--- src/rtl/weighted_center_of_mass.sv ---
`timescale 1ns/1ps
// weighted_center_of_mass
//   Computes the mass-weighted mean position (x, y) of NUM_NODES signed nodes.
//   Sums are accumulated one node per cycle. Two restoring dividers, one for x
//   and one for y, then run in parallel and produce one quotient bit per cycle.
//
//   Optional build macro COM_ROUND_EN: round to nearest (halves away from zero)
//   instead of truncating toward zero. Latency and ports are identical in both
//   builds.
//
// Ports
//   clk_in        : clock, rising edge
//   rst_in        : asynchronous active-low reset
//   valid_in      : request strobe, sampled only while idle
//   nodes_x_in    : packed signed x coordinates, node i at [i*POSITION_SIZE +: POSITION_SIZE]
//   nodes_y_in    : packed signed y coordinates, same packing
//   masses_in     : packed unsigned masses, node i at [i*MASS_SIZE +: MASS_SIZE]
//   com_x_out     : signed weighted mean of x
//   com_y_out     : signed weighted mean of y
//   valid_out     : one-cycle result strobe
//   busy_out      : high while a request is in flight
//   zero_mass_out : last result had total mass 0
module weighted_center_of_mass #(
  parameter int POSITION_SIZE = 8,
  parameter int NUM_NODES     = 4,
  parameter int MASS_SIZE     = 8
) (
  input  logic                               clk_in,
  input  logic                               rst_in,
  input  logic                               valid_in,
  input  logic [NUM_NODES*POSITION_SIZE-1:0] nodes_x_in,
  input  logic [NUM_NODES*POSITION_SIZE-1:0] nodes_y_in,
  input  logic [NUM_NODES*MASS_SIZE-1:0]     masses_in,
  output logic [POSITION_SIZE-1:0]           com_x_out,
  output logic [POSITION_SIZE-1:0]           com_y_out,
  output logic                               valid_out,
  output logic                               busy_out,
  output logic                               zero_mass_out
);

  localparam int ACC_W = POSITION_SIZE + MASS_SIZE + $clog2(NUM_NODES);
  localparam int QW    = ACC_W + 1;
  localparam int IDX_W = $clog2(NUM_NODES);
  localparam int CNT_W = $clog2(QW);

  typedef enum logic [1:0] {IDLE, ACCUM, DIVIDE, DONE} state_t;

  state_t                           state_q;
  logic signed [POSITION_SIZE-1:0]  x_q [NUM_NODES];
  logic signed [POSITION_SIZE-1:0]  y_q [NUM_NODES];
  logic        [MASS_SIZE-1:0]      m_q [NUM_NODES];
  logic        [IDX_W-1:0]          idx_q;
  logic signed [ACC_W-1:0]          sum_mx_q, sum_my_q;
  logic        [ACC_W-1:0]          sum_m_q;
  logic        [QW-1:0]             dvd_x_q, dvd_y_q;
  logic        [ACC_W-1:0]          rem_x_q, rem_y_q;
  logic        [ACC_W-1:0]          div_q;
  logic                             neg_x_q, neg_y_q;
  logic        [CNT_W-1:0]          cnt_q;
  logic        [POSITION_SIZE-1:0]  com_x_q, com_y_q;
  logic                             valid_q, busy_q, zero_q;

  logic signed [ACC_W-1:0]          m_ext, x_ext, y_ext;
  logic signed [ACC_W-1:0]          sum_mx_d, sum_my_d;
  logic        [ACC_W-1:0]          sum_m_d;
  logic signed [ACC_W-1:0]          abs_x, abs_y;
  logic        [QW-1:0]             mag_x, mag_y;
  logic        [QW-1:0]             rsh_x, rsh_y, dif_x, dif_y;
  logic                             ge_x, ge_y;
  logic        [ACC_W-1:0]          rem_x_d, rem_y_d;
  logic        [POSITION_SIZE-1:0]  qx, qy, com_x_d, com_y_d;

  always_comb begin
    m_ext    = signed'(ACC_W'(m_q[idx_q]));
    x_ext    = ACC_W'(x_q[idx_q]);
    y_ext    = ACC_W'(y_q[idx_q]);
    sum_mx_d = sum_mx_q + m_ext * x_ext;
    sum_my_d = sum_my_q + m_ext * y_ext;
    sum_m_d  = sum_m_q + ACC_W'(m_q[idx_q]);

    // Dividers are loaded from the final sums on the last accumulate edge,
    // so no extra set-up cycle is spent between ACCUM and DIVIDE.
    abs_x = sum_mx_d[ACC_W-1] ? -sum_mx_d : sum_mx_d;
    abs_y = sum_my_d[ACC_W-1] ? -sum_my_d : sum_my_d;
    mag_x = {1'b0, abs_x};
    mag_y = {1'b0, abs_y};
`ifdef COM_ROUND_EN
    mag_x = mag_x + QW'(sum_m_d >> 1);
    mag_y = mag_y + QW'(sum_m_d >> 1);
`else
`endif

    // One restoring step: the dividend register shifts its MSB into the
    // remainder and the quotient bit into its LSB.
    rsh_x   = {rem_x_q, dvd_x_q[QW-1]};
    rsh_y   = {rem_y_q, dvd_y_q[QW-1]};
    ge_x    = rsh_x >= {1'b0, div_q};
    ge_y    = rsh_y >= {1'b0, div_q};
    dif_x   = rsh_x - {1'b0, div_q};
    dif_y   = rsh_y - {1'b0, div_q};
    rem_x_d = ge_x ? dif_x[ACC_W-1:0] : rsh_x[ACC_W-1:0];
    rem_y_d = ge_y ? dif_y[ACC_W-1:0] : rsh_y[ACC_W-1:0];

    // Negating only the low bits gives the same low bits as negating the
    // full quotient.
    qx      = dvd_x_q[POSITION_SIZE-1:0];
    qy      = dvd_y_q[POSITION_SIZE-1:0];
    com_x_d = neg_x_q ? -qx : qx;
    com_y_d = neg_y_q ? -qy : qy;
  end

  always_ff @(posedge clk_in or negedge rst_in) begin
    if (!rst_in) begin
      state_q  <= IDLE;
      for (int unsigned i = 0; i < NUM_NODES; i++) begin
        x_q[i] <= '0;
        y_q[i] <= '0;
        m_q[i] <= '0;
      end
      idx_q    <= '0;
      sum_mx_q <= '0;
      sum_my_q <= '0;
      sum_m_q  <= '0;
      dvd_x_q  <= '0;
      dvd_y_q  <= '0;
      rem_x_q  <= '0;
      rem_y_q  <= '0;
      div_q    <= '0;
      neg_x_q  <= 1'b0;
      neg_y_q  <= 1'b0;
      cnt_q    <= '0;
      com_x_q  <= '0;
      com_y_q  <= '0;
      valid_q  <= 1'b0;
      busy_q   <= 1'b0;
      zero_q   <= 1'b0;
    end else begin
      case (state_q)
        IDLE: begin
          valid_q <= 1'b0;
          if (valid_in) begin
            for (int unsigned i = 0; i < NUM_NODES; i++) begin
              x_q[i] <= nodes_x_in[i*POSITION_SIZE +: POSITION_SIZE];
              y_q[i] <= nodes_y_in[i*POSITION_SIZE +: POSITION_SIZE];
              m_q[i] <= masses_in[i*MASS_SIZE +: MASS_SIZE];
            end
            idx_q    <= '0;
            sum_mx_q <= '0;
            sum_my_q <= '0;
            sum_m_q  <= '0;
            busy_q   <= 1'b1;
            state_q  <= ACCUM;
          end
        end

        ACCUM: begin
          sum_mx_q <= sum_mx_d;
          sum_my_q <= sum_my_d;
          sum_m_q  <= sum_m_d;
          idx_q    <= idx_q + 1'b1;
          if (idx_q == IDX_W'(NUM_NODES - 1)) begin
            if (sum_m_d != '0) begin
              dvd_x_q <= mag_x;
              dvd_y_q <= mag_y;
              rem_x_q <= '0;
              rem_y_q <= '0;
              div_q   <= sum_m_d;
              neg_x_q <= sum_mx_d[ACC_W-1];
              neg_y_q <= sum_my_d[ACC_W-1];
              cnt_q   <= '0;
              state_q <= DIVIDE;
            end else begin
              state_q <= DONE;
            end
          end
        end

        DIVIDE: begin
          dvd_x_q <= {dvd_x_q[QW-2:0], ge_x};
          dvd_y_q <= {dvd_y_q[QW-2:0], ge_y};
          rem_x_q <= rem_x_d;
          rem_y_q <= rem_y_d;
          cnt_q   <= cnt_q + 1'b1;
          if (cnt_q == CNT_W'(QW - 1)) state_q <= DONE;
        end

        DONE: begin
          if (sum_m_q == '0) begin
            com_x_q <= '0;
            com_y_q <= '0;
            zero_q  <= 1'b1;
          end else begin
            com_x_q <= com_x_d;
            com_y_q <= com_y_d;
            zero_q  <= 1'b0;
          end
          valid_q <= 1'b1;
          busy_q  <= 1'b0;
          state_q <= IDLE;
        end

        default: state_q <= IDLE;
      endcase
    end
  end

  assign com_x_out     = com_x_q;
  assign com_y_out     = com_y_q;
  assign valid_out     = valid_q;
  assign busy_out      = busy_q;
  assign zero_mass_out = zero_q;

endmodule

--- config.mk ---
export PLATFORM = sky130hd
export DESIGN_NAME = weighted_center_of_mass
export DESIGN_NICKNAME = d
export VERILOG_FILES = /design/src/rtl/weighted_center_of_mass.sv
export SDC_FILE = /design/constraint.sdc
export NUM_CORES = 1
export LEC_CHECK = 0
export CAP_MARGIN = 20
export CORE_UTILIZATION = 45
export CTS_BUF_LIST = sky130_fd_sc_hd__clkbuf_2 sky130_fd_sc_hd__clkbuf_4 sky130_fd_sc_hd__clkbuf_8
export DETAILED_ROUTE_END_ITERATION = 8
export DONT_BUFFER_PORTS = 1
export SLEW_MARGIN = 5
export SYNTH_ARGS = -nofsm -noshare
export SYNTH_HDL_FRONTEND = slang
export SYNTH_SLANG_ARGS = --single-unit
--- constraint.sdc ---
create_clock -name clk_in -period 6.9 [get_ports clk_in]
set_input_delay 1.38 -clock clk_in [delete_from_list [all_inputs] [get_ports clk_in]]
set_output_delay 1.38 -clock clk_in [all_outputs]
set_load 0.03 [all_outputs]
# == Word-level counts from Yosys, hierarchy flattened ==
# Cells that the tools add are included.
# word_totals
reg_bits,272
latchBits,0
ram_bits,0
mem_bits_ro,0
word_cells,113
n_memories,0
# classes
n_addsub,11
n_mul,2
div,0
magnitude_cmp,3
n_eq_ne,9
shift,0
mux,45
bitwise,1
n_reduce_logical,12
# ops
cell,n
case mux 18 bit (2 select lines),5
2-to-1 mux 18 bit,7
2-to-1 mux 8 bit,10
2-to-1 mux 19 bit,4
case mux 19 bit (2 select lines),2
binary-select mux 8 bit (select 2 bit),3
>= comparator 19 x 18 -> 1 bit,2
adder 18 x 17 -> 18 bit,2
negator 18 bit,2
subtractor 18 bit,2
multiplier 9 x 8 -> 17 bit,2
adder 18 x 8 -> 18 bit,1
logical NOT 18 bit,1
nonzero test 18 bit,1
negator 8 bit,2
2-to-1 mux 5 bit,2
case mux 5 bit (2 select lines),1
AND reduction 3 bit,3
2-to-1 mux 2 bit,4
"inequality test 2 bit, second input constant",4
case mux 2 bit (4 select lines),1
"== test 2 bit, second input constant",3
AND reduction 2 bit,3
nonzero test 2 bit,3
10 further kinds,13

# == Logic depth before layout (Yosys ltp) ==
# logic_depth
depth_word,11
depth_mapped,25

# == Least setup slack after synthesis ==
# Ideal clock, no wire load.
# synth_timing
path_kind,flip-flop to flip-flop
from,register idx_q[0]
to,register dvd_x_q[16]
setup_ns,0.123
arrival_ns,6.982
slack_ns,-0.204
path_stages_with_launch,22
path_buffers,3
cell_sequence,dfrtp_1 -> buf_2 -> buf_1 -> mux4_2 -> buf_1 -> nand2_1 -> fa_1 -> fa_1 -> inv_1 -> fa_1 -> fa_1 -> fa_1 -> ha_1 -> o21ai_0 -> a21o_1 -> mux2_2 -> a2111o_1 -> nor4_2 -> and4_1 -> a21oi_1 -> xnor2_1 -> o221a_2
# synth_between
elab_chain_cells,11
# synth_lines
item,line,rtl
"start, declared",52,logic [IDX_W-1:0] idx_q;
"start signal, assigned",160,idx_q <= idx_q + 1'b1;
inverter 2 -> 3 bit (not written as such),"74, 75, 79",
binary-select mux 8 bit (select 2 bit) (on tied branches),"74, 79, 75",
2-to-1 mux 8 bit (on tied branches) (2 in series),"74, 79, 75",
multiplier 9 x 8 -> 17 bit,77,sum_mx_d = sum_mx_q + m_ext * x_ext;
adder 18 x 17 -> 18 bit,77,
negator 18 bit,83,abs_x = sum_mx_d[ACC_W-1] ? -sum_mx_d : sum_mx_d;
2-to-1 mux 18 bit,83,
2-to-1 mux 19 bit,162,if (sum_m_d != '0) begin
2-to-1 mux 19 bit,161,if (idx_q == IDX_W'(NUM_NODES - 1)) begin
case mux 19 bit (2 select lines),138,case (state_q)
"end signal, assigned",163,dvd_x_q <= mag_x;
"end signal, assigned",179,"dvd_x_q <= {dvd_x_q[QW-2:0], ge_x};"
"end, declared",55,"logic [QW-1:0] dvd_x_q, dvd_y_q;"
# Parallel ways exist; a longest one is shown, timed or not. The select of a mux whose other input is x is not followed.
# A chain may end at the register's enable or synchronous reset.

# == Final worst setup path ==
# layout_timing
from,register idx_q[0]
to,register dvd_y_q[15]
# layout_between
elab_chain_cells,11
# layout_lines
item,line,rtl
inverter 2 -> 3 bit (not written as such),"74, 76, 79",
binary-select mux 8 bit (select 2 bit) (on tied branches),"74, 79, 76",
2-to-1 mux 8 bit (on tied branches) (2 in series),"74, 79, 76",
multiplier 9 x 8 -> 17 bit,78,sum_my_d = sum_my_q + m_ext * y_ext;
adder 18 x 17 -> 18 bit,78,
negator 18 bit,84,abs_y = sum_my_d[ACC_W-1] ? -sum_my_d : sum_my_d;
2-to-1 mux 18 bit,84,
2-to-1 mux 19 bit,162,
2-to-1 mux 19 bit,161,
case mux 19 bit (2 select lines),138,
"end signal, assigned",164,dvd_y_q <= mag_y;
"end signal, assigned",180,"dvd_y_q <= {dvd_y_q[QW-2:0], ge_y};"
"end, declared",55,
# Parallel ways exist; a longest one is shown, timed or not. The select of a mux whose other input is x is not followed.

==> reports/qor.txt <==
Warning count from the yosys run: 0
Fin area: 22900 um^2
Reg2reg setup slack: 0.27 ns
CP Launch Type: flop
Reg2reg end: dvd_y_q[15]$_DFFE_PN0P_
Vert. Die Dim: 217 um
Met3 routed WL: 2990 um
Num ports: 118
Mean Syn Cell Area: 9.91 um^2
Synthesized flop and latch total: 272
Most frequent CP cell: fa_1
HP Class: in2async
Antenna violations before repair: 5
Initial core utilization: 45.8%
CTS Buf Count: 50
Worst Setup EP: dvd_y_q[15]$_DFFE_PN0P_
Clock buffer depth: 3
Max-Cap Viols: 0
Die width: 217 um
Hold_ws: 0.445 ns
DRC viols: 0
Critical path's largest stage delay: 0.61 ns
DR iter-0 viols: 1016
Critical path, cell by cell: buf_4, buf_4, mux4_2, and2_1, fa_1, fa_1, fa_1, fa_1, fa_1, ha_1, nand3_1, o2111ai_2, nand4_1, and3_1, o21a_2, or2_2, a2111oi_0, and3b_1, o21ai_0
Total global-route track usage: 22.6%
Post-synth EDFFs: 0
Commonest non-fill, non-tap cells in the layout: dfrtp_1, inv_1, nand2_1, ha_1, o21ai_0
Worst-Skew Late Latency: 0.64 ns
Reg2Reg Depth: 19
Drt pass-1 iters: 5
R2R Path Start: idx_q[0]$_DFFE_PN0P_
Fillers: 4208
GRT Residual Overflow: 0
Critical Path Slowest Stage Cell: mux4_2
Post-synth top flop: dfrtp_1
Tcrit/Tclk final: 96.1%
Metal1 wirelength: 24800 um
Max layer used: met5
Number of hold violations in the final report: 0
NumNets Final: 2472
Root Driver: clkbuf_8
Hold-fix buffers, CTS: 0
CTS tree: yes
Post-DP HPWL: 37400 um
Vias in the first global route: 15977
Synthesized area: 20800 um^2
CORE AREA: 45500 um^2
Die ar.: 47100 um^2
Clock transition at the registers of the reported paths: 0.06 ns
Cell Rows: 78
Net Count, Synth: 2467
Worst EP arrival: 7.18 ns
CP Class: reg2reg
Pins Over Slew Limit: 0
First-pass GRT wire length: 85000 um
CP endpoint kind: flop
Status: completed
Area delta synth->final: 9.77%
Final setup viols: 0
Ratio of cells with drive above 1 in the final layout: 14.8%
Placed instance area: 21600 um^2
CP Launch Point: idx_q[0]$_DFFE_PN0P_
Min Tclk post-route: 6.63 ns
Most common cell after layout, fill and taps aside: dfrtp_1
Via density: 5.64
Gpl congestion: 0.846
Via count: 15483
Critical path data required time: 7.45 ns
Crit-path max FO: 14
Async SR Flop Fraction: 100%
Count of different cell masters after synthesis: 84
Detailed Route WL: 52000 um
Measured slew at the worst slew-check pin: 1.17 ns
Fmax achieved: 151 MHz
Input/output buffers: 0
Antenna viol nets, final: 0
Pin count of the biggest net entering global routing: 273
N_diodes: 0
Clock Sinks: 272
Max-slew headroom: 21.8%
Htree depth: 2
Seq/Total Area, Yosys: 32.7%
Routed WL per cell: 18.9 um
Synthesized instance count: 2102
Met2 Routed Length: 23200 um
Worst Clk Skew: 0.0587 ns
## through the flow
stage                     worst slack, ns  util (%)  setup TNS, ns  std cells
after floorplan                    0.0650         -              0       2102
after global placement              0.188      47.3              0       2645
after detailed placement         -0.00368      47.4       -0.00368       2647
after CTS                         0.00440      50.0              0       2738
after global routing             -0.00946      50.3       -0.00946       2746
final                               0.269      50.3              0       2746
## layout make-up
cell class | count | area (um^2) | area share, %
clock buffers | 79 | 1000 | 4.37
repair buffers | 47 | 418 | 1.83
flip-flops and latches | 272 | 6810 | 29.8
clock inverters | 12 | 169 | 0.739
multi-input cells | 1524 | 12900 | 56.5
inverters | 212 | 796 | 3.48
well taps | 600 | 751 | 3.28
## cells in the mapped netlist, drive strengths merged, types with 31 or more instances
master    n  area (um^2)
a21oi    62          314
and2     69          432
buf      31          154
clkbuf   63          236
dfrtp   272         6810
fa      107         2140
ha      159         1990
inv     211          792
mux2    133         1500
mux2i    31          314
nand2   178          676
nand3    69          350
nor2     84          318
nor3     37          190
o21ai   140          704
o31ai    39          293
xnor2    64          561
xor2     36          315
## timing repair
item	CTS	global route
setup buffers	0	7
gates resized for setup	0	11
endpoints found under the setup margin	0	24
## critical path, delay by kind of cell (launching register included)
family | cells | cell delay [ns]
simple gates | 6 | 1.27
mux | 1 | 0.61
compound gates | 4 | 0.97
buf+inv | 2 | 0.39
flops | 1 | 0.43
fa+ha+maj | 6 | 2.86
## state kept, by name, indices dropped and copies added, names as in the netlist, 8 cells and up
signal / flops
com_x_out: 8
com_y_out: 8
div_q: 18
dvd_x_q: 19
dvd_y_q: 19
m_q: 32
rem_x_q: 18
rem_y_q: 18
sum_m_q: 18
sum_mx_q: 18
sum_my_q: 18
x_q: 32
y_q: 32
## layer usage
| metal | global-route usage (%) | vias to the layer above |
|---|---|---|
| met5 | 0 | - |
| met1 | 31.9 | 7709 |
| li1 | - | 7328 |
| met3 | 4.36 | 81 |
| met2 | 35.3 | 361 |
| met4 | 6.50 | 4 |
## cells by family (layout without fill, tap and decap cells)
family / Yosys count / in the layout / synth area share [%]
adders and majority gates: 266 / 266 / 19.8
xor gates and xnor gates: 100 / 100 / 4.21
and+or+nand+nor: 560 / 560 / 13.5
buffers and inverters: 306 / 350 / 5.70
muxes: 186 / 186 / 11.1
DFF: 272 / 272 / 32.7
AOI/OAI and AO/OA: 412 / 412 / 13.0
## worst min path at each step
stage	startpoint	to	slack, ns	cells after the start
2_1_floorplan	dvd_x_q[14]$_DFFE_PN0P_	dvd_x_q[14]$_DFFE_PN0P_	0.45	1
3_3_place_gp	dvd_x_q[14]$_DFFE_PN0P_	dvd_x_q[14]$_DFFE_PN0P_	0.46	1
3_5_place_dp	div_q[2]$_DFFE_PN0P_	div_q[2]$_DFFE_PN0P_	0.47	2
4_1_cts	rst_in	rem_x_q[12]$_DFFE_PN0P_	0.39	0
5_1_grt	rst_in	rem_x_q[12]$_DFFE_PN0P_	0.40	0
6_report	rst_in	rem_x_q[12]$_DFFE_PN0P_	0.45	0
Power is left out: the tool's default activity adds up to more than one toggle a clock period on the data nets, which glitch-free logic cannot reach.
